`src/rtl/reset_ctrl_pkg.sv`:
```
// reset_ctrl_pkg: shared FSM state encodings, reset-cause codes and cause width for reset_ctrl
package reset_ctrl_pkg;
  localparam int CAUSE_W = 3;
  typedef enum logic [1:0] {HOLD = 2'd0, WAIT_LOCK = 2'd1, RELEASE = 2'd2, RUN = 2'd3} state_t;
  typedef enum logic [CAUSE_W-1:0] {C_POR = 3'd0, C_BTN = 3'd1, C_LOCK = 3'd2, C_WDT = 3'd3, C_SW = 3'd4} cause_t;
endpackage

```
`src/rtl/rst_debounce.sv`:
```
// rst_debounce: 2-FF synchroniser plus CYC-sample level filter; ports clk, reset, i_async (raw level) -> o_level (filtered level)
module rst_debounce #(
  parameter int   CYC     = 16,
  parameter logic RST_VAL = 1'b1
) (
  input  logic clk,
  input  logic reset,
  input  logic i_async,
  output logic o_level
);
  localparam int CW = $clog2(CYC);
  logic          r_s1, r_s2, r_lvl;
  logic [CW-1:0] r_cnt;
  logic          w_diff, w_done;
  assign w_diff  = r_s2 != r_lvl;
  assign w_done  = w_diff && r_cnt == CW'(CYC - 1);
  assign o_level = r_lvl;
  always_ff @(posedge clk)
    if (reset) begin
      r_s1  <= RST_VAL;
      r_s2  <= RST_VAL;
      r_lvl <= RST_VAL;
      r_cnt <= '0;
    end else begin
      r_s1  <= i_async;
      r_s2  <= r_s1;
      r_cnt <= (w_diff && !w_done) ? r_cnt + 1'b1 : '0;
      r_lvl <= w_done ? r_s2 : r_lvl;
    end
endmodule

```
`src/rtl/reset_ctrl.sv`:
```
// reset_ctrl: staged multi-domain reset sequencer; ports clk, reset, reset_sw, locked, sw_rst_req, wdt_en, wdt_kick -> domain_reset, all_ready, rst_cause
module reset_ctrl
  import reset_ctrl_pkg::*;
#(
  parameter int N_DOMAIN     = 4,
  parameter int DEBOUNCE_CYC = 16,
  parameter int STAGE_GAP    = 8,
  parameter int WDT_W        = 16
) (
  input  logic                clk,
  input  logic                reset,
  input  logic                reset_sw,
  input  logic                locked,
  input  logic                sw_rst_req,
  input  logic                wdt_en,
  input  logic                wdt_kick,
  output logic [N_DOMAIN-1:0] domain_reset,
  output logic                all_ready,
  output logic [CAUSE_W-1:0]  rst_cause
);
  localparam int GW = $clog2(STAGE_GAP + 1);
  localparam int IW = $clog2(N_DOMAIN + 1);
  state_t              r_state, w_state_n;
  cause_t              r_cause, w_cause_n, w_cause_t;
  logic [GW-1:0]       r_gap, w_gap_n;
  logic [IW-1:0]       r_idx, w_idx_n;
  logic [N_DOMAIN-1:0] r_dom, w_dom_n;
  logic                r_ready, w_ready_n;
  logic [WDT_W-1:0]    r_wdt, w_wdt_n;
  logic                r_lock_s1, r_lock_s2, r_btn_q;
  logic                w_btn, w_gap_end, w_run;
  logic                w_btn_t, w_lock_t, w_wdt_t, w_sw_t, w_trig;
  rst_debounce #(.CYC(DEBOUNCE_CYC), .RST_VAL(1'b1)) u_btn (
    .clk(clk), .reset(reset), .i_async(reset_sw), .o_level(w_btn)
  );
  assign w_run     = r_state == RUN;
  assign w_gap_end = r_gap == GW'(STAGE_GAP - 1);
  assign w_btn_t   = r_state != HOLD && r_btn_q && !w_btn;
  assign w_lock_t  = (r_state == RELEASE || w_run) && !r_lock_s2;
  assign w_wdt_t   = w_run && wdt_en && !wdt_kick && &r_wdt;
  assign w_sw_t    = w_run && sw_rst_req;
  assign w_trig    = w_btn_t || w_lock_t || w_wdt_t || w_sw_t;
  assign w_cause_t = w_btn_t ? C_BTN : w_lock_t ? C_LOCK : w_wdt_t ? C_WDT : C_SW;
  assign domain_reset = r_dom;
  assign all_ready    = r_ready;
  assign rst_cause    = r_cause;
  always_comb begin
    w_state_n = r_state;
    w_gap_n   = r_gap;
    w_idx_n   = r_idx;
    w_dom_n   = r_dom;
    w_ready_n = r_ready;
    w_cause_n = r_cause;
    w_wdt_n   = (w_run && wdt_en && !wdt_kick) ? r_wdt + 1'b1 : '0;
    case (r_state)
      HOLD: begin
        w_state_n = w_gap_end ? WAIT_LOCK : HOLD;
        w_gap_n   = w_gap_end ? '0 : r_gap + 1'b1;
      end
      WAIT_LOCK: begin
        w_state_n = r_lock_s2 ? RELEASE : WAIT_LOCK;
        w_gap_n   = '0;
        w_idx_n   = '0;
      end
      RELEASE: begin
        w_gap_n = w_gap_end ? '0 : r_gap + 1'b1;
        if (w_gap_end) begin
          w_dom_n = r_dom & ~(N_DOMAIN'(1) << r_idx);
          w_idx_n = r_idx + 1'b1;
          w_state_n = (r_idx == IW'(N_DOMAIN - 1)) ? RUN : RELEASE;
          w_ready_n = r_idx == IW'(N_DOMAIN - 1);
        end
      end
      default: ;
    endcase
    if (w_trig) begin
      w_state_n = HOLD;
      w_gap_n   = '0;
      w_idx_n   = '0;
      w_dom_n   = '1;
      w_ready_n = 1'b0;
      w_cause_n = w_cause_t;
      w_wdt_n   = '0;
    end
  end
  always_ff @(posedge clk)
    if (reset) begin
      r_state   <= HOLD;
      r_cause   <= C_POR;
      r_gap     <= '0;
      r_idx     <= '0;
      r_dom     <= '1;
      r_ready   <= 1'b0;
      r_wdt     <= '0;
      r_lock_s1 <= 1'b0;
      r_lock_s2 <= 1'b0;
      r_btn_q   <= 1'b1;
    end else begin
      r_state   <= w_state_n;
      r_cause   <= w_cause_n;
      r_gap     <= w_gap_n;
      r_idx     <= w_idx_n;
      r_dom     <= w_dom_n;
      r_ready   <= w_ready_n;
      r_wdt     <= w_wdt_n;
      r_lock_s1 <= locked;
      r_lock_s2 <= r_lock_s1;
      r_btn_q   <= w_btn;
    end
endmodule
```
`config.mk`:
```
export PLATFORM = sky130hd
export DESIGN_NAME = reset_ctrl
export DESIGN_NICKNAME = d
export VERILOG_FILES = /design/src/rtl/reset_ctrl_pkg.sv /design/src/rtl/rst_debounce.sv /design/src/rtl/reset_ctrl.sv
export SDC_FILE = /design/constraint.sdc
export NUM_CORES = 1
export LEC_CHECK = 0
export ABC_AREA = 1
export CORE_MARGIN = 5
export CORE_UTILIZATION = 55
export CTS_CLUSTER_SIZE = 10
export DETAILED_ROUTE_END_ITERATION = 10
export PLACE_DENSITY = 0.79
export SYNTH_ARGS = -nofsm -noshare
export SYNTH_HDL_FRONTEND = slang
export SYNTH_HIERARCHICAL = 1
export SYNTH_SLANG_ARGS = --single-unit
```
`constraint.sdc`:
```
create_clock -name clk -period 2.18 [get_ports clk]
set_input_delay 0.218 -clock clk [delete_from_list [all_inputs] [get_ports clk]]
set_output_delay 0.218 -clock clk [all_outputs]
set_load 0.01 [all_outputs]
```
# ---- Word-level counts from Yosys, hierarchy flattened
# Cells that the tools add are included.
dict set report word_totals {
  register_bits 43
  output_inout_bits 8
}
dict set report classes {
  n_addsub 4
  eq_ne 8
  n_shift 1
  muxes 12
  bitwise_logic 4
  reduce_logical 30
}
# op count
set op_table {}
lappend op_table {{$add A16 B1 Y16 const B} 1}
lappend op_table {{$reduce_and A16 Y1} 1}
lappend op_table {{$mux W3} 4}
lappend op_table {{$logic_and A1 B1 Y1} 9}
lappend op_table {{$add A4 B1 Y4 const B} 2}
lappend op_table {{$pmux W4 S2} 1}
lappend op_table {{$pmux W2 S3} 1}
lappend op_table {{$pmux W3 S2} 1}
lappend op_table {{$reduce_and A2 Y1} 3}
lappend op_table {{$reduce_bool A2 Y1} 3}
lappend op_table {{$reduce_or A2 Y1} 3}
lappend op_table {{$and A4 B4 Y4} 1}
lappend op_table {{$eq A2 B2 Y1 const B} 2}
lappend op_table {{$eq A4 B3 Y1 const B} 1}
lappend op_table {{$eq A4 B4 Y1 const B} 1}
lappend op_table {{$logic_not A1 Y1} 4}
lappend op_table {{$logic_or A1 B1 Y1} 4}
lappend op_table {{$mux W2} 2}
lappend op_table {{$mux W4} 1}
lappend op_table {{$not A4 Y4} 1}
lappend op_table {{$shl A1 B3 Y4 const A} 1}
lappend op_table {{$add A3 B1 Y3 const B} 1}
lappend op_table {{$eq A3 B2 Y1 const B} 1}
lappend op_table {{$reduce_bool A3 Y1} 1}
lappend op_table {{other kinds (7)} 9}

# ---- Logic depth before layout (Yosys ltp)
dict set report logic_depth {
  ltp_word 7
  ltp_mapped 11
}

# ---- By module
# Netlist, hierarchy kept.
# module n_inst cells_each area_per_inst_um2
set by_module_without_submodules {}
lappend by_module_without_submodules {reset_ctrl 1 259 1889.3}
lappend by_module_without_submodules {rst_debounce 1 33 275.3}

# ---- Worst setup path after synthesis
# No wires, ideal clock.
dict set report synth_timing {
  path_kind {flip-flop to flip-flop}
  start {register r_state[0]}
  end {register r_wdt[3]}
  setup_ps 64
  arrival_time_ps 1419
  slack_ps 697
  stages_incl_launch_ff 8
  synth_period_minus_slack_ps 1483
  path_cell_list {dfxtp_1 -> inv_1 -> ha_1 -> buf_2 -> o21ai_4 -> nand4_4 -> buf_6 -> nor2_1}
}
dict set report synth_via {
  elab_chain_len 7
  elab_cells_between_ends 16
  classes_between {eq/ne: 2; bitwise: 1; reduce/logical: 13}
}
# element line
set synth_lines {}
lappend synth_lines {{from (decl)} reset_ctrl.sv:23} ;# state_t r_state, w_state_n;
lappend synth_lines {{from (signal assigned)} reset_ctrl.sv:99} ;# r_state <= w_state_n;
lappend synth_lines {{$eq A2 B2 Y1 (tied with other cells)} reset_ctrl.sv:39} ;# assign w_lock_t = (r_state == RELEASE || w_run) && !r_lock_s2;
lappend synth_lines {{$logic_or A1 B1 Y1 (tied with other cells)} reset_ctrl.sv:39}
lappend synth_lines {{$logic_and A1 B1 Y1 (on tied branches)} --}
lappend synth_lines {{$logic_or A1 B1 Y1 / $logic_and A1 B1 Y1 (equally long branches)} {reset_ctrl.sv:42, reset_ctrl.sv:40}}
lappend synth_lines {{$logic_or A1 B1 Y1 (2 in a row)} reset_ctrl.sv:42} ;# assign w_trig = w_btn_t || w_lock_t || w_wdt_t || w_sw_t;
lappend synth_lines {{$reduce_or A3 Y1 (no source line) *} --}
lappend synth_lines {{to (signal assigned)} reset_ctrl.sv:105} ;# r_wdt <= w_wdt_n;
lappend synth_lines {{to (decl)} reset_ctrl.sv:29} ;# logic [WDT_W-1:0] r_wdt, w_wdt_n;
# Mark *: on every way between the ends. The rest lies on a longest branch, timed or not.
# A chain may end at the register's enable or synchronous reset.

# ---- Worst setup path after layout
dict set report layout_timing {
  start {register r_state[0]}
  end {register r_state[0]}
}
dict set report layout_via {
  elab_chain_len 7
  elab_cells_between_ends 21
  classes_between {eq/ne: 4; mux: 1; reduce/logical: 16}
}
# element line
set layout_lines {}
lappend layout_lines {{$eq A2 B2 Y1 (tied with other cells)} {reset_ctrl.sv:39, reset_ctrl.sv:55}}
lappend layout_lines {{$logic_or A1 B1 Y1 (tied with other cells)} reset_ctrl.sv:39}
lappend layout_lines {{$logic_and A1 B1 Y1 (on tied branches)} {reset_ctrl.sv:39, reset_ctrl.sv:38, reset_ctrl.sv:40}}
lappend layout_lines {{$logic_or A1 B1 Y1 / $logic_and A1 B1 Y1 (equally long branches)} {reset_ctrl.sv:42, reset_ctrl.sv:40}}
lappend layout_lines {{$logic_or A1 B1 Y1 (2 in a row)} reset_ctrl.sv:42}
lappend layout_lines {{$reduce_or A2 Y1 (no source line)} --}
# Several ways; a longest one is shown, not always the timed one.

==> metrics.csv <==
stage,metric,value,unit
global_route,grt_pass1_vias,1545,
clock_network,cts-root-buf,clkbuf_8,
timing,layout_min_cycle_time,1.77,ns
clock_network,cts_buffers,5,
timing,hold_viol,0,
global_route,grt_max_degree,17,
status,status,"finished, final reports clean",
clock_network,insertion_delay,0.30,ns
pwr,sw_frac_of_total,0.193,
route,vias,1730,
placed_design,port_buffers,14,
pwr,leakage,0.980,nW
die,rows,22,
synth,syn_avg_cell_area,7.41,um^2
clock_network,cts_setup_buffers,0,
worst_setup_path,crit_start,r_state[0]$_SDFFE_PP0P_,
die,die_x,72.7,um
pwr,power_switching,305,uW
synth,synth_cell_type_count,26,
timing,final.setup_skew,0.0114,ns
global_route,grt_pass1_wl,6500,um
synth,ys_seq_area_frac,0.398,
worst_setup_path,end_kind,flip-flop,
final_layout,n_antenna_cell,0,
synth,synth_edf_count,0,
die,io_pins,15,
route,drtPass1Iterations,4,
pwr,worst_ir_drop_vdd,364,uV
pwr,p_per_area,639,mW/mm^2
clock_network,clk_pin_slew,0.08,ns
placed_design,placed_cells,351,
timing,max_slew_margin,0.738,
global_route,gr-total-overflow,0,
placed_design,gp_congestion,0.752,
final_layout,final_common_cell,nand2_1,
die,dieHeight,72.7,um
worst_setup_path,arrival,1.96,ns
worst_setup_path,r2r_end,r_state[0]$_SDFFE_PP0P_,
worst_setup_path,cp.required,2.37,ns
clock_network,cts_tree,done,
worst_setup_path,regToRegSetupSlack,0.41,ns
hold_path,min_path_cells,2,
synth,ys_seq_elements,43,
route,drt-wirelength-per-cell,10.2,um
placed_design,dp_hpwl,2780,um
clock_network,cts_buffer_depth,2,
route,wirelength,3670,um
synth,synthFlopType,dfxtp_1,
route,drc_errors,0,
timing,fin_setup_tns,0,ns
synth,synth_area,0.00216,mm^2
pwr,pwr-share-clk,0.466,
route,first_iter_violations,75,
clock_network,clock_sinks,43,
clock_network,cts_hold_buf,0,
synth,syn_nets,311,
clock_network,h-tree-depth,2,
die,start_util,0.578,
worst_setup_path,crit_end,r_state[0]$_SDFFE_PP0P_,
global_route,track_usage,0.154,
global_route,antenna_found_initial,0,
die,coreArea,0.00374,mm^2
timing,slew_violations,0,
final_layout,drive_gt1_frac,0.0932,
final_layout,finalNetCount,329,
timing,timing.final.ws_setup,0.415,ns
die,dieArea,0.00529,mm^2
pwr,internal_power,1.27,mW
timing,worstMarginPinSlew,0.392,ns
worst_setup_path,rr_worst_depth,8,
synth,synth_async_sr_flop_share,0,
worst_setup_path,path_max_fanout,10,
flow_run,maxCapViolations,0,
placed_design,dp_slack,0.395,ns
clock_network,cts_resized,0,
timing,clock.fmax,566,MHz
pwr,pwr-share-seq,0.506,
timing,rsz0062_at_grt,false,
timing,setup_violations,0,
pwr,combPwrFrac,0.028,
hold_path,hold_path.class,reg -> reg,
route,antenna_left,0,
synth,synthCells,292,
final_layout,area_delta_synth_final,14.1,%
worst_setup_path,crit_type,reg -> reg,
final_layout,final_cell_mix,"nand2_1, nor2_1, inv_1, dfxtp_1, o21ai_0",
worst_setup_path,startpoint_type,flip-flop,
synth,ys_warn_count,6,
final_layout,final_cells,359,
final_layout,utilization,0.660,
route,vias_per_cell,4.82,
worst_setup_path,timing.rr.start,r_state[0]$_SDFFE_PP0P_,
timing,post-route-period-util,0.810,
state kept, by name, summed over array words and instances, names as in the netlist, 2 cells and up:
register / cells
domain_reset: 4
r_gap: 4
r_idx: 3
r_state: 2
r_wdt: 16
rst_cause: 3
u_btn/r_cnt: 4
cell usage after synthesis (2+ instances only):
cell     instances  area share
ha_1            12       0.069
o21ai_0         16       0.037
nand4_1         12       0.035
buf_6            2       0.010
nand3_1         11       0.025
or2_2            2      0.0058
xnor2_1          6       0.024
nand2_1         64        0.11
dfxtp_1         43        0.40
nand2_2          4       0.012
nor2_2           8       0.023
inv_1           43       0.075
nand3_2          2      0.0092
nor2_1          50       0.087
xor2_1           5       0.020
a21oi_1          2      0.0046
power groups by stage:
stage / clock network (mW) / registers, mW / logic, mW
6_report: 0.735 / 0.799 / 0.0444
5_1_grt: 0.781 / 0.800 / 0.0504
4_1_cts: 0.747 / 0.799 / 0.0450
3_5_place_dp: 0 / 0.818 / 0.0449
3_3_place_gp: 0 / 0.817 / 0.0438
2_1_floorplan: 0 / 0.816 / 0.0278
cell type report:
| type | count | area (um^2) |
|---|---|---|
| repair buffers | 14 | 140 |
| fillers | 327 | 1270 |
| clock buffers | 6 | 72.6 |
| well taps | 48 | 60.1 |
| clock inverters | 2 | 60.1 |
| inverters | 44 | 166 |
| flip-flops and latches | 43 | 861 |
| multi-input cells | 202 | 1110 |
critical path, cell delays in order (launching register included):
cell	delay (ns)
dfxtp_1	0.38
ha_1	0.41
nand2_1	0.14
nor2_2	0.17
nand2_1	0.09
nor2_2	0.12
nand2_2	0.14
nand3_4	0.15
nor2_1	0.06
logic make-up (layout without fill, tap and decap cells):
kind of cell	Yosys count	in the layout	synth area share
adders and majority gates	12	12	0.0694
DFF	43	43	0.398
AOI/OAI and AO/OA	21	21	0.0561
and+or+nand+nor	158	158	0.343
buffers and inverters	47	66	0.0896
xor gates and xnor gates	11	11	0.0445
metrics by stage:
stage / hold slack [ns] / total power, mW / area (um^2)
after floorplan: 0.289 / 0.844 / 2160
after global placement: 0.395 / 0.861 / 2340
after detailed placement: 0.400 / 0.863 / 2340
after CTS: 0.398 / 1.59 / 2470
after global routing: 0.421 / 1.63 / 2470
final: 0.395 / 1.58 / 2470
layer usage:
layer	global-route usage	part of all wire
met5	0	0
met2	0.243	0.45
met4	0.0492	0.0085
met1	0.202	0.51
met3	0.0427	0.032
worst min-delay path by stage:
stage	from	endpoint	slack, ns
floorplan	reset	r_lock_s1$_SDFF_PP0_	0.29
global placement	u_btn/r_s1$_SDFF_PP1_	u_btn/r_s2$_SDFF_PP1_	0.39
detailed placement	u_btn/r_s1$_SDFF_PP1_	u_btn/r_s2$_SDFF_PP1_	0.40
CTS	r_lock_s1$_SDFF_PP0_	r_lock_s2$_SDFF_PP0_	0.40
global route	locked	r_lock_s1$_SDFF_PP0_	0.42
finish	r_lock_s1$_SDFF_PP0_	r_lock_s2$_SDFF_PP0_	0.40
Power figures use the tool's default switching activity.
